## config.mk

```make
export PLATFORM = sky130hd
export DESIGN_NAME = dma_word_copy
export DESIGN_NICKNAME = d
export VERILOG_FILES = /design/src/rtl/dma_word_copy_pkg.sv /design/src/rtl/dma_word_copy_timeout.sv /design/src/rtl/dma_word_copy.sv
export SDC_FILE = /design/constraint.sdc
export NUM_CORES = 1
export LEC_CHECK = 0
export CAP_MARGIN = 20
export CORE_ASPECT_RATIO = 0.75
export CORE_MARGIN = 1
export CORE_UTILIZATION = 40
export CTS_BUF_LIST = sky130_fd_sc_hd__clkbuf_8
export CTS_CLUSTER_SIZE = 30
export DETAILED_ROUTE_END_ITERATION = 8
export HOLD_SLACK_MARGIN = 0.1
export SLEW_MARGIN = 20
export SYNTH_ARGS = -nofsm -noshare
export SYNTH_HDL_FRONTEND = slang
export SYNTH_SLANG_ARGS = --single-unit
```

## constraint.sdc

```tcl
create_clock -name clk -period 6.35 [get_ports clk]
set_input_delay 1.27 -clock clk [delete_from_list [all_inputs] [get_ports clk]]
set_output_delay 1.27 -clock clk [all_outputs]
set_load 0.05 [all_outputs]
```

## src/rtl/dma_word_copy_pkg.sv

```systemverilog
// Shared definitions for the word-copy DMA initiator.
// Bus widths, peripheral response codes, the request size for one word,
// the error-cause encodings reported on o_err_cause and the FSM state type.
package dma_word_copy_pkg;

  localparam int ADDR_W      = 32;
  localparam int WORD_W      = 32;
  localparam int MEM_COUNT_W = 3;
  localparam int MEM_CODE_W  = 2;

  // Bytes moved by one request; the copy engine only ever moves whole words.
  localparam logic [MEM_COUNT_W-1:0] MEM_COUNT_WORD = 3'd4;

  // Response codes. Code 0 is deliberately unassigned so that an undriven
  // response bus never reads as READY or STALL.
  localparam logic [MEM_CODE_W-1:0] MEM_CODE_READY   = 2'd1;
  localparam logic [MEM_CODE_W-1:0] MEM_CODE_STALL   = 2'd2;
  localparam logic [MEM_CODE_W-1:0] MEM_CODE_INVALID = 2'd3;

  typedef enum logic [1:0] {
    ERR_NONE       = 2'd0,
    ERR_MISALIGNED = 2'd1,
    ERR_INVALID    = 2'd2,
    ERR_TIMEOUT    = 2'd3
  } err_cause_t;

  typedef enum logic [2:0] {
    ST_IDLE = 3'd0,
    ST_RD   = 3'd1,
    ST_WR   = 3'd2,
    ST_DONE = 3'd3,
    ST_ERR  = 3'd4
  } state_t;

  function automatic logic is_word_aligned(input logic [ADDR_W-1:0] addr);
    return (addr[1:0] == 2'b00);
  endfunction

endpackage

```

## src/rtl/dma_word_copy_timeout.sv

```systemverilog
// mem_req_timeout: stall counter for one bus request phase.
// Ports:
//   clk, reset : clock and synchronous active-high reset
//   clr        : return the count to zero (any cycle that is not a stall)
//   inc        : count one stall cycle
//   expire     : the stall being counted this cycle is number TIMEOUT
module mem_req_timeout #(
  parameter int TIMEOUT = 255,
  parameter int CNT_W   = 16
) (
  input  logic clk,
  input  logic reset,
  input  logic clr,
  input  logic inc,
  output logic expire
);

  logic [CNT_W-1:0] count_reg;

  always_ff @(posedge clk) begin
    if (reset || clr) begin
      count_reg <= '0;
    end else if (inc) begin
      count_reg <= count_reg + CNT_W'(1);
    end
  end

  // Flag the stall that would bring the count to TIMEOUT, so the FSM leaves
  // on exactly that cycle and the counter never has to hold TIMEOUT itself.
  assign expire = inc && (count_reg == CNT_W'(TIMEOUT - 1));

endmodule

```

## src/rtl/dma_word_copy.sv

```systemverilog
// dma_word_copy: copies i_len words from i_src_addr to i_dst_addr over the
// peripheral request/response bus, one read then one write per word.
// Ports:
//   clk, reset          : clock, synchronous active-high reset
//   i_start             : command strobe, accepted only while o_busy=0
//   i_src_addr/dst/len  : command; addresses must be word aligned
//   o_busy, o_done      : transfer in progress / one-cycle completion pulse
//   o_error, o_err_*    : sticky error flag, cause code and failing address
//   o_req_*             : registered request fields (count=0 means idle)
//   i_res_rd_data/code  : combinational response to the current request
module dma_word_copy
  import dma_word_copy_pkg::*;
#(
  parameter int LEN_W   = 16,
  parameter int TIMEOUT = 255
) (
  input  logic                   clk,
  input  logic                   reset,
  input  logic                   i_start,
  input  logic [ADDR_W-1:0]      i_src_addr,
  input  logic [ADDR_W-1:0]      i_dst_addr,
  input  logic [LEN_W-1:0]       i_len,
  output logic                   o_busy,
  output logic                   o_done,
  output logic                   o_error,
  output logic [1:0]             o_err_cause,
  output logic [ADDR_W-1:0]      o_err_addr,
  output logic [ADDR_W-1:0]      o_req_addr,
  output logic [WORD_W-1:0]      o_req_wr_data,
  output logic                   o_req_wr_en,
  output logic [MEM_COUNT_W-1:0] o_req_count,
  input  logic [WORD_W-1:0]      i_res_rd_data,
  input  logic [MEM_CODE_W-1:0]  i_res_code
);

  state_t            state_reg;
  logic              pending_reg;
  logic [ADDR_W-1:0] src_reg;
  logic [ADDR_W-1:0] dst_reg;
  logic [LEN_W-1:0]  remain_reg;

  logic       in_phase;
  logic       code_ready;
  logic       code_stall;
  logic       stall_inc;
  logic       stall_clr;
  logic       tmo_expire;
  logic       phase_fail;
  err_cause_t phase_cause;

  assign in_phase   = (state_reg == ST_RD) || (state_reg == ST_WR);
  // Equality against X/Z is not true, so undriven codes fall into the error path.
  assign code_ready = (i_res_code == MEM_CODE_READY);
  assign code_stall = (i_res_code == MEM_CODE_STALL);
  assign stall_inc  = in_phase && code_stall;
  // Any non-stall cycle ends the phase, so clearing then also covers phase entry.
  assign stall_clr  = !stall_inc;

  mem_req_timeout #(
    .TIMEOUT (TIMEOUT),
    .CNT_W   (16)
  ) u_timeout (
    .clk    (clk),
    .reset  (reset),
    .clr    (stall_clr),
    .inc    (stall_inc),
    .expire (tmo_expire)
  );

  always_comb begin
    phase_fail  = 1'b0;
    phase_cause = ERR_INVALID;
    if (in_phase && !code_ready) begin
      if (!code_stall) begin
        phase_fail = 1'b1;
      end else if (tmo_expire) begin
        phase_fail  = 1'b1;
        phase_cause = ERR_TIMEOUT;
      end
    end
  end

  always_ff @(posedge clk) begin
    if (reset) begin
      state_reg     <= ST_IDLE;
      pending_reg   <= 1'b0;
      src_reg       <= '0;
      dst_reg       <= '0;
      remain_reg    <= '0;
      o_busy        <= 1'b0;
      o_done        <= 1'b0;
      o_error       <= 1'b0;
      o_err_cause   <= ERR_NONE;
      o_err_addr    <= '0;
      o_req_addr    <= '0;
      o_req_wr_data <= '0;
      o_req_wr_en   <= 1'b0;
      o_req_count   <= '0;
    end else begin
      o_done <= 1'b0;
      if (phase_fail) begin
        state_reg   <= ST_ERR;
        o_busy      <= 1'b0;
        o_error     <= 1'b1;
        o_err_cause <= phase_cause;
        o_err_addr  <= o_req_addr;
        o_req_count <= '0;
        o_req_wr_en <= 1'b0;
      end else begin
        case (state_reg)
          ST_IDLE: begin
            if (pending_reg) begin
              // The command was registered last cycle; decode it from the
              // registers rather than straight off the input pins.
              pending_reg <= 1'b0;
              if (!is_word_aligned(src_reg)) begin
                state_reg   <= ST_ERR;
                o_busy      <= 1'b0;
                o_error     <= 1'b1;
                o_err_cause <= ERR_MISALIGNED;
                o_err_addr  <= src_reg;
              end else if (!is_word_aligned(dst_reg)) begin
                state_reg   <= ST_ERR;
                o_busy      <= 1'b0;
                o_error     <= 1'b1;
                o_err_cause <= ERR_MISALIGNED;
                o_err_addr  <= dst_reg;
              end else if (remain_reg == '0) begin
                state_reg <= ST_DONE;
                o_busy    <= 1'b0;
                o_done    <= 1'b1;
              end else begin
                state_reg   <= ST_RD;
                o_req_addr  <= src_reg;
                o_req_wr_en <= 1'b0;
                o_req_count <= MEM_COUNT_WORD;
              end
            end else if (i_start) begin
              pending_reg <= 1'b1;
              src_reg     <= i_src_addr;
              dst_reg     <= i_dst_addr;
              remain_reg  <= i_len;
              o_busy      <= 1'b1;
              o_error     <= 1'b0;
              o_err_cause <= ERR_NONE;
            end
          end

          ST_RD: begin
            // o_req_wr_data doubles as the data register between read and write.
            if (code_ready) begin
              state_reg     <= ST_WR;
              o_req_addr    <= dst_reg;
              o_req_wr_en   <= 1'b1;
              o_req_wr_data <= i_res_rd_data;
            end
          end

          ST_WR: begin
            if (code_ready) begin
              src_reg    <= src_reg + ADDR_W'(4);
              dst_reg    <= dst_reg + ADDR_W'(4);
              remain_reg <= remain_reg - LEN_W'(1);
              if (remain_reg == LEN_W'(1)) begin
                state_reg   <= ST_DONE;
                o_busy      <= 1'b0;
                o_done      <= 1'b1;
                o_req_count <= '0;
                o_req_wr_en <= 1'b0;
              end else begin
                state_reg   <= ST_RD;
                o_req_addr  <= src_reg + ADDR_W'(4);
                o_req_wr_en <= 1'b0;
              end
            end
          end

          ST_DONE: state_reg <= ST_IDLE;
          ST_ERR:  state_reg <= ST_IDLE;
          default: state_reg <= ST_IDLE;
        endcase
      end
    end
  end

endmodule

```

==> flow_summary.toml <==
[status]
status = "finished clean"

[floorplanning]
fp-row-count = 51
io_pins = 222
die-area_mm2 = 0.0278
core_mm2 = 0.0263
start_util_pct = 41.3
die_y_um = 145
fp.dieW_um = 192

[placed_design]
pre_cts_ws_ps = 2410
port_buffers = 219
hpwl_mm = 25.9
gp_congestion = 0.887

[worst_hold_path]
hold_path_class = "flip-flop to flip-flop"
holdCritStartpoint = "o_req_wr_data[20]"
holdPathStages = 2
holdPathEnd = "o_req_wr_data[20]"

[grt]
met3_usage_pct = 4.99
track_usage_pct = 26.9
grt_pass1_wl_mm = 58.8
grt_max_degree = 92
grt_remaining_overflow = 0
grt_use_met1_pct = 43.6
grt_antenna_before_repair = 0
grt_pass1_vias = 10232
grtUsageMet2_pct = 35.6
grt_busiest_layer = "met1"

[pwr]
swShare_pct = 47.8
combinationalPowerShare_pct = 48.1
leakagePower_nw = 4.63
clkPwrFrac_pct = 19.5
power.density_mw_per_mm2 = 477
power_switching_mw = 3.16
ir_worst_vdd_mv = 0.305
seqPwrFrac_pct = 32.4
p_int_mw = 3.45

[clock_network]
clkSinkCount = 203
cts_buffers = 38
cts_resized = 0
insertion_delay_ps = 550
htree_num_levels = 2
clk_path_buf_depth = 3
postCtsSetupBuffers = 0
cts_tree = "yes"
cts_hold_buf = 0
cts_root_buf = "clkbuf_8"
clk_pin_slew_ps = 60

[critical_path]
required_ps = 6720
crit_start = "i_start"
crit_arrival_ps = 3840
rr_endpoint = "o_req_addr[0]"
path_class = "input pin to flip-flop"
crit_path_start_kind = "input pin"
crit_fanout = 80
endpoint_kind = "flip-flop"
r2r_cells = 7
rrSetupSlack_ps = 3260
r2r_start = "state_reg[0]"

[logic_synthesis]
yosysWarnings = 0
ys_seq_area_share_pct = 37.4
synth_seq_cells = 203
synthesis.area_mm2 = 0.0109
async_flop_share_pct = 0
synth.distinct_cells = 70
synth_flop_cell = "dfxtp_1"
avgSynthCellArea_um2 = 7.40
synth-edff-count = 0
syn_inst = 1468

[timing]
drv_slew = 0
rsz0062_at_grt = "no"
relSlewSlack_pct = 26.6
fmax_mhz = 288
finalWorstSetupSlack_ps = 2880
setup_viol = 0
tightest_slew_ps = 1100
post-route-period-util_pct = 54.7
period_needed_ps = 3470
clock_skew_ps = 34.5
setup_tns_ps = 0
hold_viol_final = 0

[run]
cap_violations = 0

[layout]
diodes = 0
drive_gt1_share_pct = 7.03
area_delta_synth_final_pct = 27.7
final_core_util_pct = 52.8
nets = 1737

[route]
ant_nets = 0
wl_mm = 38.1
wl_per_cell_um = 19.3
via_per_inst = 5.86
dr_total_vias = 11601
drtIter0Drc = 1326
drc = 0
dr.pass1.iters = 5
worst max-delay path by stage:
stage	to	cells after the start
after floorplan	o_req_addr[0]	7
after global placement	src_reg[19]	6
after detailed placement	src_reg[19]	6
after CTS	src_reg[11]	7
after global routing	src_reg[11]	7
final	src_reg[11]	7
final cells by class:
cell class,count,area [um^2]
well taps,344,430
multi-input cells,1122,6250
flip-flops and latches,203,4060
fillers,2582,12400
clock buffers,49,674
clock inverters,15,83.8
repair buffers,238,2340
inverters,10,37.5
cell families (layout without fill, tap and decap cells):
group | Yosys count | in the layout | synth area share, %
and+or+nand+nor | 630 | 630 | 26.4
other | 1 | 2 | 0.0345
muxes | 6 | 6 | 0.553
adders and majority gates | 7 | 7 | 0.806
buffers and inverters | 144 | 312 | 5.50
DFF | 203 | 203 | 37.4
xor gates and xnor gates | 16 | 16 | 1.29
AOI/OAI and AO/OA | 461 | 461 | 28.0
power groups by stage:
stage	Clock, mW	Sequential [mW]	Combinational (mW)
2_1_floorplan	0	2.52	1.75
3_3_place_gp	0	2.14	3.12
3_5_place_dp	0	2.14	3.15
4_1_cts	1.31	2.12	3.16
5_1_grt	1.37	2.19	3.44
6_report	1.29	2.14	3.18
per-stage QoR:
step / std cells / hold slack, ps / power, mW / cell area, um^2
2_1_floorplan: 1469 / 430 / 4.27 / 10900
3_3_place_gp: 1917 / 441 / 5.25 / 13100
4_1_cts: 1981 / 454 / 6.58 / 13900
3_5_place_dp: 1917 / 446 / 5.29 / 13100
6_report: 1981 / 451 / 6.61 / 13900
5_1_grt: 1981 / 467 / 7.00 / 13900
Yosys cell counts, types with 19 or more instances:
master    count  area share, %
dfxtp_1     203             37
a211oi_2     20            2.3
nor3_1       31            1.4
a21oi_1     147            6.8
and3_1       19            1.1
nand2_1     217            7.5
nor4_1       19            1.1
nand4_1      22            1.3
o21ai_0     104            4.8
a311oi_1     34            2.7
a211oi_1     27            1.9
nor2_1      204            7.0
clkbuf_1    105            3.6
nand3_1      57            2.6
cells in the final DEF, fill, tap and decap left out, drive strengths merged, types with 6 or more instances in the layout:
master and n:
a211oi 47, a21o 8, a21oi 148, a221oi 12, a22oi 17, a311oi 36, a31oi 17, and2 10
and3 19, buf 20, clkbuf 49, clkdlybuf4s50 218, dfxtp 203, ha 7, inv 23, mux2i 6
nand2 217, nand2b 7, nand3 57, nand4 22, nor2 205, nor3 33, nor4 21, o21ai 106
o22ai 12, o31ai 10, or3 11, or4 7, xnor2 7, xor2 9
routing by layer:
metal | routed length (um) | up-vias
met5 | 0 | -
met4 | 444 | 0
met3 | 3680 | 42
met2 | 14900 | 579
met1 | 19100 | 5372
li1 | - | 5608
worst max-delay path: stages:
cell	delay, ps
clkdlybuf4s50_1	470
nor3b_1	440
o21a_4	800
buf_4	430
o21ai_0	150
a2bb2oi_1	190
nor2_1	50
Power figures use the tool's default switching activity.
==> variant, RTL diff (same flow settings) <==
Put one more register stage on the output `o_err_addr`, cleared by the reset. The value now appears one clock later. The other outputs are not delayed to match.
--- a/src/rtl/dma_word_copy.sv
+++ b/src/rtl/dma_word_copy.sv
@@ -32,6 +32,8 @@
   input  logic [WORD_W-1:0]      i_res_rd_data,
   input  logic [MEM_CODE_W-1:0]  i_res_code
 );
+
+  logic [ADDR_W-1:0] o_err_addr_s0;
 
   state_t            state_reg;
   logic              pending_reg;
@@ -91,7 +93,7 @@
       o_done        <= 1'b0;
       o_error       <= 1'b0;
       o_err_cause   <= ERR_NONE;
-      o_err_addr    <= '0;
+      o_err_addr_s0 <= '0;
       o_req_addr    <= '0;
       o_req_wr_data <= '0;
       o_req_wr_en   <= 1'b0;
@@ -103,7 +105,7 @@
         o_busy      <= 1'b0;
         o_error     <= 1'b1;
         o_err_cause <= phase_cause;
-        o_err_addr  <= o_req_addr;
+        o_err_addr_s0 <= o_req_addr;
         o_req_count <= '0;
         o_req_wr_en <= 1'b0;
       end else begin
@@ -118,13 +120,13 @@
                 o_busy      <= 1'b0;
                 o_error     <= 1'b1;
                 o_err_cause <= ERR_MISALIGNED;
-                o_err_addr  <= src_reg;
+                o_err_addr_s0 <= src_reg;
               end else if (!is_word_aligned(dst_reg)) begin
                 state_reg   <= ST_ERR;
                 o_busy      <= 1'b0;
                 o_error     <= 1'b1;
                 o_err_cause <= ERR_MISALIGNED;
-                o_err_addr  <= dst_reg;
+                o_err_addr_s0 <= dst_reg;
               end else if (remain_reg == '0) begin
                 state_reg <= ST_DONE;
                 o_busy    <= 1'b0;
@@ -183,5 +185,13 @@
     end
   end
 
+  always_ff @(posedge clk) begin
+    if (reset) begin
+      o_err_addr <= '0;
+    end else begin
+      o_err_addr <= o_err_addr_s0;
+    end
+  end
+
 endmodule
 
Function: changed (Yosys sat finds a counterexample within 4 cycles, from zero or initial values and one cycle with reset high).
==> variant against the unedited design <==
Worst setup slack worse by 0.12 ns. Sequential cell count up 32. Routed wire length rose by 4.9%. Highest routed layer unchanged. Cell area up 7.8%. Critical path type unchanged. Fmax fell by 3.5%. Critical path depth is the same. Critical endpoint is now dst_reg[30]. Synthesized area increased by 8.5%.
Power is not compared: it rests on default switching activity, and its combinational part moved more than twofold at a synthesized area within 25%.
==> variant: results (changes against the unedited design) <==
Status
  • Status: finished clean

Setup path
  • Worst-path fanout max: 53 (-34%)
  • WP data arrival: 4.01 ns (+0.17 ns)
  • Max incr delay on CP: 0.82 ns (+0.02 ns)
  • Reg-to-reg endpoint: o_req_addr[18]
  • Worst Setup EP: dst_reg[30]
  • FF-to-FF Start: state_reg[1]
  • Critical-path top delay cell: a22o_2
  • Flop2flop setup slack: 3.12 ns (-0.14 ns)
  • Worst R2R Path Depth: 5 (-2)
  • Worst setup path startpoint: i_res_code[0]

Layout
  • Layout net count: 1751 (+0.81%)
  • Fin cells: 2048 (+3.4%)
  • Share of layout cells above drive strength 1: 0.06461 (-0.005637)
  • Layout area overhead: 26.85%

Synth
  • Compound-Gate Fraction of Synth Area: 0.2769 (-0.002981)
  • Top area cells in the synthesized netlist: dfxtp_1 (40%), a21oi_1 (9.0%), nand2_1 (4.8%)
  • Register area share after synthesis: 0.3990 (+0.02496)
  • Gate Count Post-Synth: 1483 (+1.0%)
  • Synth Area in Adders: 0.007429 (-0.0006331)
  • Synth Area in XOR/XNOR: 0.009657 (-0.003242)
  • Commonest cells post-synth: dfxtp_1 (235), a21oi_1 (212), nand2_1 (152)
  • Ys async rst share: 0 (unchanged)
  • Distinct cells, synth: 76 (+8.6%)
  • Synth warn: 0 (unchanged)
  • Mux share of post-synthesis cell area: 0.03237 (+0.02684)

Die
  • Core area: 0.02905 mm^2 (+11%)

Global routing
  • GR Util met1: 0.3859 (-0.04991)
  • GR Util All Layers: 0.2546 (-0.01431)
  • First-pass GRT wire length: 61110 um (+3.9%)
  • Met3 Use GR: 0.06472 (+0.01480)
  • Largest net degree at the start of global routing: 115 (+25%)
  • Number of global-route vias before repair: 10470 (+2.3%)
  • GR Util met2: 0.3486 (-0.007125)

Clock tree
  • Resized cells post-CTS: 0 (unchanged)
  • Worst-path clk slew: 0.06 ns (about the same)
  • Clock Latency Late Sink: 0.57 ns (+0.02 ns)
  • H-tree depth: 2 (unchanged)
  • Number of buffers created by CTS: 41 (+7.9%)

Timing
  • Slew @ Worst Pin: 1.085 ns (-0.01209 ns)
  • Fin Clk Skew: 0.02500 ns (-0.009454 ns)
  • Max Clock Freq: 278.1 MHz (-3.5%)

Placement
  • Placer Congestion: 0.8970 (+1.2%)
  • Dpl ws: 2.224 ns (-0.1892 ns)
  • DPL Wire Length: 27020 um (+4.5%)
  • Inst Count DP: 1976 (+3.1%)
  • Post-placement cell area: 0.01415 mm^2 (+7.9%)

Detailed routing
  • Number of iterations in the first detailed-routing pass: 7 (+2)
  • Initial DRC Count: 1211 (-8.7%)
  • Final WL: 40020 um (+4.9%)
  • Via Count: 11980 (+3.2%)

Pwr
  • Static Leak: 0.005089 uW
==> variant: cell types whose count changed in the layout (fill, tap and decap cells not counted), sizes merged, moves of 6 or more <==
cell	change
nand2	-65
a2bb2oi	+9
dfxtp	+32
o21ai	-36
and2	+6
a21oi	+64
mux2i	+31
clkinv	+6
a311oi	-10
o2bb2ai	+25
a211oi	-6
nand3	+20
nor2b	+33
nor2	-100
==> variant: tightest hold or removal path, delay by kind of cell (launching register included) <==
family,cells,cell delay [ns]
AO/OA/AOI/OAI,1,0.05
flip-flops,1,0.31
AND/OR/NAND/NOR,1,0.05
==> variant: worst min-delay path by stage <==
stage | start | to | cells past startpoint
CTS | o_req_wr_data[13] | o_req_wr_data[13] | 2
detailed placement | o_req_wr_data[13] | o_req_wr_data[13] | 2
global route | o_err_addr_s0[16] | o_err_addr[16] | 1
global placement | u_timeout.count_reg[0] | u_timeout.count_reg[0] | 1
finish | o_req_wr_data[13] | o_req_wr_data[13] | 2
floorplan | u_timeout.count_reg[0] | u_timeout.count_reg[0] | 1
==> variant: layout make-up <==
| cell class | count | area, um^2 |
|---|---|---|
| fill | 2851 | 14100 |
| sequential | 235 | 4705 |
| clock buffer | 48 | 660.6 |
| inverter | 9 | 33.78 |
| clock inverter | 24 | 145.1 |
| timing repair buffer | 240 | 2389 |
| tap | 392 | 490.5 |
| multi-input combinational | 1100 | 6533 |
==> variant: metrics by stage <==
stage	total power (uW)	hold slack, ns	utilization
2_1_floorplan	2791	0.4255	-
3_3_place_gp	3297	0.4411	0.4863
3_5_place_dp	3317	0.4461	0.4870
4_1_cts	4729	0.4550	0.5148
5_1_grt	4946	0.4691	0.5148
6_report	4712	0.4549	0.5148
==> variant: cells by family after synthesis <==
family | count (synthesis)
buf+inv | 149
fa+ha+maj | 7
simple gates | 530
flops | 235
xor+xnor | 13
other cells | 1
mux | 38
compound gates | 510
==> variant: per-layer routing <==
| metal | routed length, um | up-vias |
|---|---|---|
| met5 | 0 | - |
| met4 | 646 | 0 |
| met3 | 3979 | 49 |
| met2 | 16160 | 520 |
| met1 | 19240 | 5632 |
| li1 | - | 5777 |
==> variant: power by group through the flow <==
stage                     Sequential (uW)  Clock (uW)  Combinational (uW)
after floorplan                      2050           0                 742
after global placement               1920           0                1380
after detailed placement             1930           0                1390
after CTS                            1890        1440                1400
after global routing                 1930        1500                1510
final                                1910        1400                1400
